$ cat config.mk
export PLATFORM = sky130hd
export DESIGN_NAME = modexp_sequencer
export DESIGN_NICKNAME = d
export VERILOG_FILES = /design/src/rtl/modexp_sequencer.sv
export SDC_FILE = /design/constraint.sdc
export NUM_CORES = 1
export LEC_CHECK = 0
export CAP_MARGIN = 20
export CELL_PAD_IN_SITES_DETAIL_PLACEMENT = 2
export CELL_PAD_IN_SITES_GLOBAL_PLACEMENT = 2
export CORE_AREA = 4 4 81 83
export CTS_CLUSTER_DIAMETER = 80
export DETAILED_ROUTE_END_ITERATION = 7
export DIE_AREA = 0 0 85 87
export GPL_ROUTABILITY_DRIVEN = 0
export HOLD_SLACK_MARGIN = 0.1
export PLACE_DENSITY = 0.79
export SYNTH_ARGS = -nofsm -noshare
export SYNTH_HDL_FRONTEND = slang
export SYNTH_SLANG_ARGS = --single-unit
export TNS_END_PERCENT = 50
$ cat constraint.sdc
create_clock -name clk -period 2.2 [get_ports clk]
set_clock_uncertainty 0.05 [all_clocks]
set_input_delay 0.33 -clock clk [delete_from_list [all_inputs] [get_ports clk]]
set_output_delay 0.33 -clock clk [all_outputs]
set_load 0.1 [all_outputs]
$ cat src/rtl/modexp_sequencer.sv
// Left-to-right square-and-multiply sequencer driving a multiply/modulo datapath.
// Optional build macro MODEXP_SKIP_LEADING_ZEROS_EN starts the scan at the exponent's top set bit.
module modexp_sequencer #(
  parameter int E_WIDTH = 16,
  parameter int IDX_W   = $clog2(E_WIDTH)
) (
  input  logic               clk,
  input  logic               rst,
  input  logic               load_e,
  input  logic [E_WIDTH-1:0] e_in,
  input  logic               start,
  input  logic               op_done,
  output logic               busy,
  output logic               init_acc,
  output logic               op_start,
  output logic               op_sel,
  output logic [IDX_W-1:0]   bit_idx,
  output logic               done
);

  typedef enum logic [2:0] {
    IDLE      = 3'd0,
    INIT      = 3'd1,
    SQ_ISSUE  = 3'd2,
    SQ_WAIT   = 3'd3,
    MUL_ISSUE = 3'd4,
    MUL_WAIT  = 3'd5,
    DONE      = 3'd6
  } state_t;

  state_t             state;
  logic [E_WIDTH-1:0] e_reg;
  logic [E_WIDTH-1:0] shadow;

`ifdef MODEXP_SKIP_LEADING_ZEROS_EN
  function automatic logic [IDX_W-1:0] msb_idx(input logic [E_WIDTH-1:0] v);
    msb_idx = '0;
    for (int i = 0; i < E_WIDTH; i++) begin
      if (v[i]) msb_idx = IDX_W'(i);
    end
  endfunction
`endif

  // Moore outputs straight from the state register.
  assign busy     = (state != IDLE);
  assign init_acc = (state == INIT);
  assign op_start = (state == SQ_ISSUE) || (state == MUL_ISSUE);
  assign op_sel   = (state == MUL_ISSUE);
  assign done     = (state == DONE);

  always_ff @(posedge clk or posedge rst) begin
    if (rst) begin
      state   <= IDLE;
      e_reg   <= '0;
      shadow  <= '0;
      bit_idx <= '0;
    end else begin
      case (state)
        IDLE: begin
          if (load_e) e_reg <= e_in;
          if (start) begin
            // The run works on a snapshot so later loads cannot disturb it.
            shadow  <= load_e ? e_in : e_reg;
            bit_idx <= IDX_W'(E_WIDTH - 1);
            state   <= INIT;
          end
        end
        INIT: begin
          if (shadow == '0) begin
            state <= DONE;
          end else begin
`ifdef MODEXP_SKIP_LEADING_ZEROS_EN
            bit_idx <= msb_idx(shadow);
`endif
            state <= SQ_ISSUE;
          end
        end
        SQ_ISSUE: state <= SQ_WAIT;
        SQ_WAIT: begin
          if (op_done) begin
            if (shadow[bit_idx]) begin
              state <= MUL_ISSUE;
            end else if (bit_idx == '0) begin
              state <= DONE;
            end else begin
              bit_idx <= bit_idx - IDX_W'(1);
              state   <= SQ_ISSUE;
            end
          end
        end
        MUL_ISSUE: state <= MUL_WAIT;
        MUL_WAIT: begin
          if (op_done) begin
            // Zero check first so bit_idx never wraps.
            if (bit_idx == '0) begin
              state <= DONE;
            end else begin
              bit_idx <= bit_idx - IDX_W'(1);
              state   <= SQ_ISSUE;
            end
          end
        end
        DONE:    state <= IDLE;
        default: state <= IDLE;
      endcase
    end
  end

endmodule

### After elaboration in Yosys (flattened, before gate mapping)

Cells that the tools add are included.

* bits in registers: 39
* memories: 0
* memory bits (writable): 0
* input port bits: 21
* word-level logic and storage cells: 41
* latch bits: 0
* output and inout port bits: 9
* bits in read-only memories: 0

* eq/ne operators: 10
* div/mod/pow operators: 0
* bitwise operators: 0
* reduce and logical (&&, ||, !) cells: 9
* shifts and indexed selects: 0
* mux-type cells: 16
* add/subtract/negate cells: 1
* magnitude comparators: 1
* multipliers: 0

Operators with widths (count)
* 2-to-1 mux 4 bit: 5
* 2-to-1 mux 3 bit: 6
* one-hot mux 3 bit (6 select lines): 1
* zero test 16 bit: 1
* 2-to-1 mux 16 bit: 1
* one-hot mux 4 bit (3 select lines): 1
* == test 3 bit (second input constant): 3
* != test 2 bit (second input constant): 4
* == test 3 x 2 -> 1 bit (second input constant): 2
* nonzero test 3 bit: 2
* < comparator 4 x 5 -> 1 bit (second input constant): 1
* AND reduction 5 bit: 1
* binary-select mux 1 bit (select 4 bit): 1
* zero test 4 bit: 1
* subtractor 4 x 1 -> 4 bit (second input constant): 1
* == test 3 x 1 -> 1 bit (second input constant): 1
* zero test 3 bit: 1
* AND reduction 3 bit: 1
* AND reduction 2 bit: 1
* logical OR 1 bit: 1
* 2-to-1 mux 1 bit: 1

### Longest topological paths before layout

Gate-level depths: netlist of the first run.

* word-level depth: 5
* mapped depth: 7
* mapped depth without buffers: 7

### Least setup slack after synthesis of the first run

Ideal clock, no wire load.

* path type: register to output
* from: register state[1]
* to: output op_sel
* path slack: -1113 ps
* buffers on the path: 2
* cell stages (with the launch flop): 4
* arrival: 2933 ps
* data required time: 1820 ps
* cells stage by stage: dfrtp_1 clkbuf_1 clkbuf_1 nor3b_1

* word-level cells in the longest chain between the ends: 1

RTL lines
* start, declared: RTL line 31 `state_t state;`
* start signal, assigned: RTL line 53 `state <= IDLE;`
* start signal, assigned: RTL line 65 `state <= INIT;`
* start signal, assigned: RTL line 70 `state <= DONE;`
* == test 3 bit: RTL line 48 `assign op_sel = (state == MUL_ISSUE);`
* end, declared: RTL line 16 `output logic op_sel,`

No other way between the ends.

### Worst setup path in the final report of the first run

* from: register bit_idx[0]
* to: register bit_idx[0]

* word-level cells in the longest chain between the ends: 5
* elaborated cells between the ends (all ways): 11
* classes of those cells: 1 x add/sub; 1 x eq/ne; 7 x mux; 2 x reduce/logical

RTL lines
* start, declared: RTL line 17 `output logic [IDX_W-1:0] bit_idx,`
* start signal, assigned: RTL line 64 `bit_idx <= IDX_W'(E_WIDTH - 1);`
* start signal, assigned: RTL line 86 `bit_idx <= bit_idx - IDX_W'(1);`
* start signal, assigned: RTL line 98 `bit_idx <= bit_idx - IDX_W'(1);`
* subtractor 4 x 1 -> 4 bit or zero test 4 bit (tied branches)
* 2-to-1 mux 4 bit: RTL line 83, 95
* 2-to-1 mux 4 bit: RTL line 81 `if (shadow[bit_idx]) begin`
* 2-to-1 mux 4 bit: RTL line 80 `if (op_done) begin`
* one-hot mux 4 bit (3 select lines): RTL line 58 `case (state)`

Parallel ways exist; a longest one is shown, timed or not. The select of a mux whose other input is x is not followed.
A chain may end at the register's enable or synchronous reset.

==> results of run 1 <==
## per-layer routing
metal	GRT usage	routed length, µm	vias up
met4	0.0446	108	0
met1	0.178	2280	804
met3	0.0435	251	11
met2	0.297	3080	43
met5	0	0	-
li1	-	-	722
## Yosys cell counts
cell type,count
o31ai_1,1
a21bo_1,1
nor3b_1,1
o21ai_0,6
a41oi_1,1
mux4_2,2
a222oi_1,1
nor2_1,20
or2_2,1
nor3_1,1
nand2_1,5
a211oi_1,1
or3b_2,1
nand3_1,1
a31oi_1,1
clkbuf_1,10
dfrtp_1,39
a21oi_1,20
or3_1,2
mux2i_1,19
mux2_2,17
a31o_2,1
a221oi_1,1
xor2_1,1
o2111ai_1,1
mux4_1,2
buf_1,1
o32a_1,2
nor4_1,5
and2_1,2
buf_2,1
inv_1,8
nand4_1,1
ha_1,2
nor4b_2,1
and3_1,1
## area by class of cell
type	instances	area [µm²]
fill	578	3220
timing repair buffer	38	410
clock buffer	8	100
multi-input combinational	122	1000
inverter	8	35.0
tap	75	93.8
sequential	39	987
## power by group
group	internal, W	total [W]	switching, W
logic	0.000898	0.00206	0.00116
clock network	0.000286	0.000542	0.000256
registers	0.00108	0.00147	0.000382
## worst max path at each step
stage	cells past startpoint	to	start	slack [ns]
final	5	bit_idx[0]	bit_idx[0]	0.07
after global routing	5	bit_idx[2]	bit_idx[0]	-0.03
after CTS	6	state[2]	bit_idx[1]	0.01
after detailed placement	5	bit_idx[2]	bit_idx[0]	-0.02
after global placement	6	state[2]	bit_idx[0]	0.12
after floorplan	3	op_sel	state[1]	-0.14
## critical path, stage by stage (launching register included)
cell and delay [ns]:
dfrtp_4 0.49, mux4_2 0.55, mux2i_4 0.22, mux2i_4 0.10
a21bo_2 0.25, o32a_1 0.35
## timing repair
item / 4_1_cts / 5_1_grt
endpoints found under the setup margin: 4 / 3
endpoints found under the hold margin: 0 / 0
pin swaps: 0 / 2
gates resized for setup: 5 / 6
setup buffers: 0 / 3
## kinds of logic after synthesis
family | after synthesis | synth area share
simple gates | 42 | 0.105
mux | 40 | 0.239
flops | 39 | 0.488
compound gates | 37 | 0.113
buf+inv | 20 | 0.0381
fa+ha+maj | 2 | 0.0125
xor+xnor | 1 | 0.00438
## through the flow
stage,utilization,worst slack (ns),instances
after detailed placement,0.422,-0.0156,279
final,0.449,0.0719,290
after floorplan,-,-0.140,181
after CTS,0.442,0.0108,287
after global routing,0.449,-0.0324,290
after global placement,0.422,0.119,279
==> results.tsv, run 1 <==
stage	metric	value	unit
floorplanning	fp.dieH	87	µm
clock_tree	numCtsBuffers	5	
timing	finalCriticalPeriod	2.13	ns
global_route	antenna_found_initial	0	
cells_and_area	layout_common_cells	dfrtp_1 (36), a21oi_1 (20), clkdlybuf4s50_1 (20)	
floorplanning	row_count	28	
detailed_routing	ant_nets	0	
setup_path	worstSetupPathType	reg -> reg	
clock_tree	clk_latency	0.29	ns
detailed_routing	drt_iter0_markers	35	
logic_synthesis	synth_fp_nets	204	
detailed_routing	vias	1580	
logic_synthesis	yosysSeqAreaShare	0.488	
placement	portBuffers	29	
timing	slew_violations	0	
clock_tree	h-tree-depth	2	
logic_synthesis	mappedNetlistArea	2000	µm²
logic_synthesis	synth_top_area_frac	0.488	
cells_and_area	final_area	2630	µm²
detailed_routing	post_drt_wl_per_cell	19.7	µm
setup_path	critPathRequiredTime	2.33	ns
timing	fmax	470	MHz
cells_and_area	diodes	0	
setup_path	rrSetupSlack	0.07	ns
flow_run	maxCapViolCount	0	
floorplanning	die_x	85	µm
pwr	peakVddDrop	0.629	mV
pwr	p_total	0.00407	W
logic_synthesis	synth_area_per_cell	11.1	µm²
detailed_routing	drt_first_pass_iters	4	
logic_synthesis	synth_warnings	0	
timing	timing.final.hold_violations	0	
logic_synthesis	ys_ff_latch	39	
cells_and_area	area.growth.synth_to_final	31.2	%
floorplanning	initial_core_util	0.342	
cells_and_area	nets	237	
clock_tree	cts_hold_buf	0	
timing	finalCritPeriodShare	0.967	
setup_path	cp_max_fo	6	
placement	placed_area	2470	µm²
global_route	grt_pass1_vias	1793	
setup_path	worstReg2RegEnd	bit_idx[0]	
logic_synthesis	syn-instance-count	181	
detailed_routing	vias_per_cell	5.45	
logic_synthesis	synth_largest_area_cell	dfrtp_1	
global_route	grt_max_degree	40	
setup_path	cp.arrival	2.26	ns
cells_and_area	layout_commonest_cell	dfrtp_1	
setup_path	r2r-start	bit_idx[0]	
clock_tree	clk_pin_slew	0.08	ns
global_route	grt-ovfl-total	0	
floorplanning	top_level_ports	30	
timing	tns	0	ns
clock_tree	cts_root_buffer	clkbuf_8	
floorplanning	core-area	5850	µm²
min_path	hold_class	in -> async	
logic_synthesis	synth.distinct_cells	36	
global_route	grt_pass1_wl	9160	µm
setup_path	ff2ff_path_depth	5	
logic_synthesis	synthTopCellsByArea	dfrtp_1 (49%), mux2_2 (9.6%), mux2i_1 (9.5%), a21oi_1 (5.0%), nor2_1 (3.8%)	
timing	rsz0062_at_grt	yes	
detailed_routing	drc	0	
floorplanning	dieArea	7400	µm²
detailed_routing	drt-total-wl	5720	µm
timing	relSlewSlack	0.643	
status	status	finished, final reports clean	
timing	finalSetupViolCount	0	
timing	worst_pin_slew	0.536	ns
setup_path	start_kind	flop	
clock_tree	clockBufferDepth	2	
timing	worst_hold_slack	0.417	ns
cells_and_area	drive_gt1_frac	0.293	
clock_tree	clock_sink_count	39	
clock_tree	cts_tree	yes	
pwr	p_leak	1.10	nW
global_route	grt.total_usage	0.160	
pwr	powerDensity	1550	nW/µm²
setup_path	end_kind	flop	
placement	place_hpwl	3900	µm
(Power assumes the default switching activity.)
==> run 2: changes to the inputs <==
--- a/config.mk
+++ b/config.mk
@@ -15,6 +15,7 @@
 export GPL_ROUTABILITY_DRIVEN = 0
 export HOLD_SLACK_MARGIN = 0.1
 export PLACE_DENSITY = 0.79
+export RECOVER_POWER = 25
 export SYNTH_ARGS = -nofsm -noshare
 export SYNTH_HDL_FRONTEND = slang
 export SYNTH_SLANG_ARGS = --single-unit
==> run 2 against run 1 <==
Critical path depth did not move. Fmax did not move. Combinational power barely moved. Clock-buffer cell count did not move. Critical path type unchanged. Sequential cell count did not move. Utilization barely moved. Non-clock buffer count did not move. Clock power barely moved. Wire length barely moved.
==> results.tsv, run 2 (same netlist as run 1, synthesis figures left out) <==
stage	metric	value	unit	change
timing	finalCriticalPeriod	2.13	ns	+0.000000200 ns
global_route	grt-ovfl-total	0		unchanged
placement	place_hpwl	3900	µm	unchanged
detailed_routing	post_drt_wl_per_cell	19.7	µm	about the same
global_route	grt_pass1_vias	1793		unchanged
floorplanning	top_level_ports	30		unchanged
clock_tree	cts_tree	yes		
clock_tree	clk_latency	0.29	ns	about the same
global_route	grt_max_degree	40		unchanged
clock_tree	cts_root_buffer	clkbuf_8		
floorplanning	core-area	5850	µm²	unchanged
global_route	grt_pass1_wl	9160	µm	unchanged
timing	timing.final.hold_violations	0		unchanged
pwr	p_leak	1.10	nW	about the same
global_route	antenna_found_initial	0		unchanged
cells_and_area	diodes	0		unchanged
setup_path	slowest_stage	mux4_2		
pwr	p_comb_frac	0.506		about the same
placement	placed_area	2470	µm²	unchanged
detailed_routing	drt_first_pass_iters	4		unchanged
clock_tree	h-tree-depth	2		unchanged
setup_path	worstSetupPathType	reg -> reg		
pwr	sequentialPowerShare	0.361		about the same
setup_path	start_kind	flop		
cells_and_area	drive_gt1_frac	0.293		unchanged
detailed_routing	ant_nets	0		unchanged
pwr	powerDensity	1550	nW/µm²	about the same
min_path	hold_path_depth	1		
setup_path	cp_common_cell	mux2i_4		
detailed_routing	drt_iter0_markers	35		unchanged
global_route	grt.total_usage	0.160		unchanged
detailed_routing	vias	1582		+0.13%
setup_path	worstReg2RegEnd	bit_idx[0]		
setup_path	end_kind	flop		
setup_path	path_cells	mux4_2, mux2i_4, mux2i_4, a21bo_2, o32a_1		
pwr	p_switching	0.00180	W	about the same
flow_run	maxCapViolCount	0		unchanged
floorplanning	die_x	85	µm	unchanged
timing	slew_violations	0		unchanged
floorplanning	fp.dieH	87	µm	unchanged
timing	worst_pin_slew	1.04	ns	+0.501 ns
setup_path	crit_path_max_incr_delay	0.55	ns	about the same
min_path	worstHoldStart	e_reg[7]		
setup_path	cp_max_fo	6		unchanged
timing	finalSetupViolCount	0		unchanged
setup_path	critPathRequiredTime	2.33	ns	about the same
cells_and_area	area.growth.synth_to_final	31.1	%	about the same
timing	fmax	470	MHz	unchanged
cells_and_area	layoutNonFillerInstCount	290		unchanged
timing	finalCritPeriodShare	0.967		about the same
clock_tree	clk_pin_slew	0.08	ns	about the same
cells_and_area	nets	237		unchanged
cells_and_area	layout_commonest_cell	dfrtp_1		
min_path	hold_class	reg -> reg		
timing	rsz0062_at_grt	yes		
detailed_routing	drt-total-wl	5720	µm	about the same
setup_path	cp.arrival	2.26	ns	about the same
status	status	finished, final reports clean		
clock_tree	clock_sink_count	39		unchanged
setup_path	ff2ff_path_depth	5		unchanged
pwr	switching_share	0.442		about the same
floorplanning	row_count	28		unchanged
cells_and_area	layout_common_cells	dfrtp_1 (36), a21oi_1 (20), nor2_1 (19), clkdlybuf4s50_1 (19), mux2_2 (17)		
detailed_routing	drc	0		unchanged
pwr	p_clk_frac	0.133		about the same
clock_tree	cts_hold_buf	0		unchanged
min_path	whs_endpoint	e_reg[7]		
pwr	peakVddDrop	0.629	mV	about the same
setup_path	rrSetupSlack	0.07	ns	about the same
timing	relSlewSlack	0.309		-0.334
cells_and_area	final_area	2620	µm²	about the same
floorplanning	initial_core_util	0.342		unchanged
placement	dp_cells	279		unchanged
placement	portBuffers	29		unchanged
pwr	internal_power	0.00227	W	about the same
floorplanning	dieArea	7400	µm²	unchanged
clock_tree	clockBufferDepth	2		unchanged
clock_tree	numCtsBuffers	5		unchanged
cells_and_area	fillCellCount	579		+0.17%
setup_path	r2r-start	bit_idx[0]		
detailed_routing	vias_per_cell	5.46		+0.13%
-- run 2: cell types whose count changed in the layout (fill, tap and decap cells not counted), sizes merged --
cell	change
buf	-1
clkbuf	+1
clkdlybuf4s50	-1
dlygate4sd3	+1
-- run 2: cell type report --
class,count,area (µm²),share of cell area
multi-input cells,122,1000,0.381
flip-flops and latches,39,987,0.376
repair buffers,38,408,0.155
clock buffers,8,100,0.0381
well taps,75,93.8,0.0358
inverters,8,35.0,0.0134
-- run 2: worst max-delay path: cells and delay by family, from the launching register on --
| kind | cells | cell delay [ns] |
|---|---|---|
| muxes | 3 | 0.87 |
| DFF | 1 | 0.49 |
| AOI/OAI and AO/OA | 2 | 0.60 |
-- run 2: power by group through the flow --
stage / Clock, W / Sequential [W] / Combinational (W)
after floorplan: 0 / 0.00149 / 0.00121
after global placement: 0 / 0.00143 / 0.00173
after detailed placement: 0 / 0.00147 / 0.00184
final: 0.000542 / 0.00147 / 0.00206
after CTS: 0.000565 / 0.00146 / 0.00193
after global routing: 0.000596 / 0.00153 / 0.00221
-- run 2: repair_timing --
action | in CTS | in global routing
pin swaps | 0 | 2
setup buffers | 0 | 3
setup endpoints to repair | 4 | 3
cloned | 0 | 0
resized for setup | 5 | 6
-- run 2: layer usage --
layer	vias to the layer above	GRT usage	wire length, µm
li1	722	-	-
met5	-	0	0
met2	43	0.297	3080
met4	0	0.0446	108
met3	11	0.0435	251
met1	806	0.178	2280
-- run 2: worst max path at each step --
stage | slack [ns] | to | start | cells after the start
floorplan | -0.14 | op_sel | state[1] | 3
global placement | 0.12 | state[2] | bit_idx[0] | 6
detailed placement | -0.02 | bit_idx[2] | bit_idx[0] | 5
CTS | 0.01 | state[2] | bit_idx[1] | 6
global route | -0.03 | bit_idx[2] | bit_idx[0] | 5
finish | 0.07 | bit_idx[0] | bit_idx[0] | 5
-- run 2: through the flow --
| step | setup slack, ns | hold WS [ns] | power (W) | util | TNS, ns |
|---|---|---|---|---|---|
| floorplan | -0.140 | 0.430 | 0.00270 | - | -0.285 |
| global placement | 0.119 | 0.438 | 0.00316 | 0.422 | 0 |
| detailed placement | -0.0156 | 0.445 | 0.00331 | 0.422 | -0.0156 |
| CTS | 0.0108 | 0.439 | 0.00396 | 0.442 | 0 |
| global route | -0.0324 | 0.482 | 0.00433 | 0.448 | -0.0324 |
| finish | 0.0719 | 0.457 | 0.00407 | 0.448 | 0 |
